## src/rtl/apb_master_bridge.sv

```systemverilog
// Request/response to APB master bridge: one transfer in flight, SETUP -> ACCESS -> RESP.
// Minimum three cycles accept-to-response; RESP holds under rsp_ready_i backpressure; optional ACCESS timeout.
module apb_master_bridge #(
  parameter int APB_ADDR_WIDTH = 32,
  parameter int APB_DATA_WIDTH = 32,
  parameter int TIMEOUT_CYCLES = 16
) (
  input  logic                      clk_i,
  input  logic                      rst_i,
  input  logic                      req_valid_i,
  output logic                      req_ready_o,
  input  logic [APB_ADDR_WIDTH-1:0] req_addr_i,
  input  logic                      req_write_i,
  input  logic [APB_DATA_WIDTH-1:0] req_wdata_i,
  output logic                      rsp_valid_o,
  input  logic                      rsp_ready_i,
  output logic [APB_DATA_WIDTH-1:0] rsp_rdata_o,
  output logic                      rsp_err_o,
  output logic                      rsp_timeout_o,
  output logic                      psel_o,
  output logic                      penable_o,
  output logic [APB_ADDR_WIDTH-1:0] paddr_o,
  output logic                      pwrite_o,
  output logic [APB_DATA_WIDTH-1:0] pwdata_o,
  input  logic [APB_DATA_WIDTH-1:0] prdata_i,
  input  logic                      pready_i,
  input  logic                      pslverr_i
);

  localparam bit TO_EN = (TIMEOUT_CYCLES > 0);
  localparam int CNT_W = TO_EN ? $clog2(TIMEOUT_CYCLES + 1) : 1;
  localparam logic [CNT_W-1:0] CNT_LAST = TO_EN ? CNT_W'(TIMEOUT_CYCLES - 1) : '0;

  typedef enum logic [1:0] {
    IDLE,
    SETUP,
    ACCESS,
    RESP
  } state_t;

  state_t                    r_state;
  state_t                    w_next;
  logic                      r_req_ready;
  logic [APB_ADDR_WIDTH-1:0] r_addr;
  logic                      r_write;
  logic [APB_DATA_WIDTH-1:0] r_wdata;
  logic [APB_DATA_WIDTH-1:0] r_rdata;
  logic                      r_err;
  logic                      r_timeout;
  logic [CNT_W-1:0]          r_cnt;
  logic                      w_accept;
  logic                      w_timeout_hit;

  assign w_accept      = r_req_ready & req_valid_i;
  // r_cnt holds the number of earlier stalled ACCESS cycles, so this is the last allowed one
  assign w_timeout_hit = TO_EN && (r_cnt == CNT_LAST);

  always_comb begin
    w_next = r_state;
    case (r_state)
      IDLE:    if (w_accept) w_next = SETUP;
      SETUP:   w_next = ACCESS;
      ACCESS:  if (pready_i || w_timeout_hit) w_next = RESP;
      RESP:    if (rsp_ready_i) w_next = IDLE;
      default: w_next = IDLE;
    endcase
  end

  always_ff @(posedge clk_i or posedge rst_i) begin
    if (rst_i) begin
      r_state     <= IDLE;
      r_req_ready <= 1'b0;
    end else begin
      r_state     <= w_next;
      r_req_ready <= (w_next == IDLE);
    end
  end

  always_ff @(posedge clk_i or posedge rst_i) begin
    if (rst_i) begin
      r_addr    <= '0;
      r_write   <= 1'b0;
      r_wdata   <= '0;
      r_rdata   <= '0;
      r_err     <= 1'b0;
      r_timeout <= 1'b0;
      r_cnt     <= '0;
    end else begin
      if (r_state == IDLE && w_accept) begin
        r_addr  <= req_addr_i;
        r_write <= req_write_i;
        r_wdata <= req_wdata_i;
        r_cnt   <= '0;
      end
      if (r_state == ACCESS) begin
        if (pready_i) begin
          r_err     <= pslverr_i;
          r_rdata   <= r_write ? '0 : prdata_i;
          r_timeout <= 1'b0;
        end else begin
          r_cnt <= r_cnt + 1'b1;
          if (w_timeout_hit) begin
            r_err     <= 1'b1;
            r_rdata   <= '0;
            r_timeout <= 1'b1;
          end
        end
      end
    end
  end

  // Strobes decode straight from state so an async reset drops them in the same cycle
  assign psel_o        = (r_state == SETUP) || (r_state == ACCESS);
  assign penable_o     = (r_state == ACCESS);
  assign rsp_valid_o   = (r_state == RESP);
  assign req_ready_o   = r_req_ready;
  assign paddr_o       = r_addr;
  assign pwrite_o      = r_write;
  assign pwdata_o      = r_wdata;
  assign rsp_rdata_o   = r_rdata;
  assign rsp_err_o     = r_err;
  assign rsp_timeout_o = r_timeout;

endmodule

```

## config.mk

```make
export PLATFORM = sky130hd
export DESIGN_NAME = apb_master_bridge
export DESIGN_NICKNAME = d
export VERILOG_FILES = /design/src/rtl/apb_master_bridge.sv
export SDC_FILE = /design/constraint.sdc
export NUM_CORES = 1
export LEC_CHECK = 0
export ABC_CLOCK_PERIOD_IN_PS = 4000
export BUFFER_PORTS_ARGS = -buffer_cell sky130_fd_sc_hd__buf_2
export CORE_ASPECT_RATIO = 0.8
export CORE_MARGIN = 1.5
export CORE_UTILIZATION = 46
export CTS_CLUSTER_DIAMETER = 120
export DETAILED_ROUTE_END_ITERATION = 8
export PLACE_DENSITY = 0.88
export SYNTH_ARGS = -nofsm -noshare
export SYNTH_HDL_FRONTEND = slang
export SYNTH_SLANG_ARGS = --single-unit
```

## constraint.sdc

```tcl
create_clock -name clk_i -period 4 [get_ports clk_i]
set_clock_uncertainty 0.05 [all_clocks]
set_input_delay 0.8 -clock clk_i [delete_from_list [all_inputs] [get_ports clk_i]]
set_output_delay 0.8 -clock clk_i [all_outputs]
set_load 0.05 [all_outputs]
```

== Yosys cells after proc, flatten, opt, wreduce, memory -nomap -nowiden ==
Index checks and enable logic that the tools add are counted.

* Order comparisons: 0
* Add/sub/neg operators: 1
* Multipliers: 0
* Div/mod/pow operators: 0
* Multiplexer cells: 13
* Shifts and indexed selects: 0
* Equal/unequal tests: 4
* Bitwise logic cells: 1
* Reduce and logical (&&, ||, !) cells: 7

{| class="wikitable"
|+ Operators with widths
! cell !! count
|-
| $mux 32 || 3
|-
| $mux 5 || 3
|-
| $pmux 2 s4 || 1
|-
| $mux 2 || 3
|-
| $add 5x1->5 const B || 1
|-
| $eq 5x4->1 const B || 1
|-
| $eq 2x2->1 const B || 2
|-
| $logic_not 2->1 || 2
|-
| $mux 1 || 3
|-
| $eq 2x1->1 const B || 1
|-
| $logic_or 1x1->1 || 2
|-
| $reduce_and 2->1 || 1
|-
| $reduce_bool 2->1 || 1
|-
| $and 1x1->1 || 1
|-
| $logic_and 1x1->1 || 1
|}

* Input bits: 103
* Memory bits (read-only): 0
* Word-level logic and storage cells: 35
* Memories kept: 0
* Output and inout port bits: 103
* Bits in writable memories: 0
* Bits in latches: 0
* Register bits after elaboration: 107

== Logic depth before layout (Yosys ltp) ==
* Depth in word-level cells: 5
* Mapped depth: 8
* Gate-level depth less buffers: 6

== Worst setup path after synthesis ==
OpenSTA, ideal clock, no wires.

* Kind: register -> register
* Start point: reg r_state[0]
* End point: reg r_state[0]
* Data required time: 3830 ps
* Data arrival time: 1747 ps
* Stages on the path, launching flop included: 8
* Clock period less this slack: 1917 ps
* Buffers on the path: 2
* Setup slack: 2083 ps
* Setup time: 120 ps
* Cells stage by stage: dfrtp_1 -> inv_1 -> ha_1 -> buf_2 -> o21a_1 -> buf_6 -> or3_1 -> and3_1

* Word-level cells in the longest chain between the ends: 2
* Elaborated cells on any way between the ends: 8
* Those cells by class: eq/ne: 3; mux: 4; reduce/logical: 1

{| class="wikitable"
|+ RTL lines
! element !! line !! source
|-
| from (decl) || 41 || <nowiki>state_t r_state;</nowiki>
|-
| from (signal assigned) || 74 || <nowiki>r_state <= w_next;</nowiki>
|-
| $eq 2x2->1 || -- ||
|-
| net penable_o || 21 || <nowiki>output logic penable_o,</nowiki>
|-
| $pmux 2 s4 || 60 || <nowiki>case (r_state)</nowiki>
|-
| net w_next[0] || 42 || <nowiki>state_t w_next;</nowiki>
|}

The timed path passes the listed nets, and every way through them passes these cells.
A chain may end at the register's enable or synchronous reset.

== Worst setup path after layout ==
* Start point: reg r_state[0]
* End point: out penable_o

* Word-level cells in the longest chain between the ends: 1

{| class="wikitable"
|+ RTL lines
! element !! line !! source
|-
| $eq 2x2->1 || 114 || <nowiki>assign penable_o = (r_state == ACCESS);</nowiki>
|-
| to (decl) || 21 ||
|}

No other way between the ends.

==> reports/results.ini <==
[outcome]
status=finished, final reports clean

[final_layout]
synthToLayoutAreaGrowth_pct=33.2
antenna_cells=0
layoutNonFillerInstCount=651
fin_nets=641
drive_above_1_share_pct=53.7

[synthesis]
ys_seq_area_share_pct=63.5
ys.flop_type=dfrtp_1
synth_top_area_share_pct=63.5
synthesis.nets=444
synth_seq_cells=107
synthArstFlopShare_pct=100
synthDistinctLibCells=25
synth_most_common_cell=dfrtp_1
yosysWarnings=0
synth_area_leader_cell=dfrtp_1
synth_area_sq_um=4220
syn_inst=334
synth_edf_count=0
synth.area.top_cells=dfrtp_1 63%, mux2_2 17%, nand2_1 5.9%, nand3_1 4.7%, ha_1 2.1%
synthTopCellsByCount=107 x dfrtp_1, 66 x nand2_1, 65 x mux2_2
syn_area_per_cell_sq_um=12.6

[place]
post-place-ws_ns=1.57
io_buffer_count=205
dp_hpwl_um=6880
dp_cells=635
place_congestion=0.766

[timing]
timing.final.crit_share_pct=61.7
setup_ws_ns=1.53
fmax_mhz=405
finalSetupViolCount=0
fin_setup_tns_ns=0
drv_slew=0
tightest_slew_ns=1.22
period_needed_ns=2.47
rsz0062_at_grt=no
final-hold-violation-count=0
slew_headroom_pct=18.6

[detailed_routing]
drtAntennaViolNets=0
drc_errors=0
finalWirelength_um=9510
viasPerCell=5.03
wl_per_cell_um=14.6
via_count=3275
dr.pass1.iters=4
drt_iter0_drc=167

[grt]
gr-usage-all-layers_pct=19.2
grt_pass1_wl_um=14300
grt_overflow=0
first_global_vias=3183
grt_max_degree=71
antenna_found_initial=0

[cts]
clockBufferDepth=2
htree_levels=3
clkLatencyLatePin_ns=0.34
cts_tree=yes
post-cts-setup-buffers=0
hold_buffers=0
clkSlewWorstSetupHoldPaths_ns=0.06
cts-root-buf=clkbuf_16
clock-sinks=107
numCtsBuffers=9
cts_resized=0

[floorplan]
die_h_um=88.6
core-area_sq_um=8960
row_count=31
io_pins=206
start_util_pct=47.1
die_x_um=110
die_area_sq_um=9760

[critical_path]
r2r_cells=6
r2r-start=r_cnt[0]
crit_chain=inv_1, ha_1, buf_2
start_kind=flop
rrSetupSlack_ns=1.54
crit_buf_inv=2
worst_ep_required_time_ns=3.15
arrival_ns=1.62
r2r-end=r_state[0]
cpLargestDelayFamily=buffers and inverters
path_class=flop to output pin
crit_path_end_kind=output pin
worstSetupPathDepth=3
critPathSlowestCell=dfrtp_1
path_max_fanout=9
slowest_delay_ns=0.42

[hold_path]
hold_path.class=flop to flop
whs_endpoint=rsp_rdata_o[17]
worstHoldStart=rsp_rdata_o[17]
hold_depth=2

[run]
maxCapViolations=0

through the flow:
| stage | hold WS (ns) | util, % | area (sq um) |
|---|---|---|---|
| 2_1_floorplan | 0.419 | - | 4220 |
| 3_3_place_gp | 0.395 | 59.5 | 5330 |
| 3_5_place_dp | 0.400 | 59.5 | 5330 |
| 4_1_cts | 0.414 | 62.7 | 5620 |
| 5_1_grt | 0.434 | 62.7 | 5620 |
| 6_report | 0.410 | 62.7 | 5620 |
cell usage in the layout (no fill, tap or decap), drive strengths merged, types with 2 or more instances in the layout:
| master | count |
|---|---|
| o21ai | 7 |
| dfrtp | 107 |
| inv | 6 |
| and3 | 2 |
| mux2 | 65 |
| buf | 206 |
| a21oi | 2 |
| ha | 7 |
| clkbuf | 12 |
| clkinv | 2 |
| nand3 | 40 |
| nand2 | 66 |
flip-flops by register name, summed over array words and instances (netlist names):
| register | cells |
|---|---|
| r_cnt | 5 |
| rsp_rdata_o | 32 |
| req_ready_o | 1 |
| paddr_o | 32 |
| pwdata_o | 32 |
| r_state | 2 |
| rsp_timeout_o | 1 |
| rsp_err_o | 1 |
| pwrite_o | 1 |
layout make-up:
type	count	area [sq um]
clock inverter	4	51.3
tap	115	144
multi-input combinational	201	1440
clock buffer	12	236
fill	700	3340
timing repair buffer	206	1050
inverter	6	25.0
sequential	107	2680
metal layers:
| metal | vias to the layer above | GRT usage, % | share of wire, % |
|---|---|---|---|
| met1 | 1576 | 21.4 | 39 |
| met2 | 155 | 34.8 | 51 |
| met4 | 0 | 8.62 | 2.3 |
| li1 | 1520 | - | - |
| met5 | - | 0 | 0 |
| met3 | 24 | 5.01 | 8.0 |
cell families (layout without fill, tap and decap cells):
kind of cell | Yosys count | after routing | synth area share, %
AND/OR/NAND/NOR | 113 | 113 | 11.7
XOR/XNOR | 2 | 2 | 0.415
flip-flops | 107 | 107 | 63.5
adder cells (fa/ha/maj) | 7 | 7 | 2.08
AO/OA/AOI/OAI | 14 | 14 | 2.08
buffers and inverters | 26 | 228 | 2.91
multiplexers | 65 | 65 | 17.4
how the worst max path moves through the flow:
stage                     from          to
floorplan                rst_i  paddr_o[0]
global placement      r_cnt[0]  r_state[0]
detailed placement    r_cnt[0]  r_state[0]
CTS                 r_state[0]   penable_o
global route          r_cnt[0]  r_state[0]
finish              r_state[0]   penable_o
worst reg2reg max path, cell delays in order (launching register included):
cell,delay [ns]
dfrtp_1,0.41
ha_1,0.23
and3_1,0.19
ha_1,0.21
o21a_1,0.58
or3_1,0.53
and3_1,0.15
Power is not shown: default switching activity piles up to over one toggle a cycle in this logic, so the estimate is an artifact.
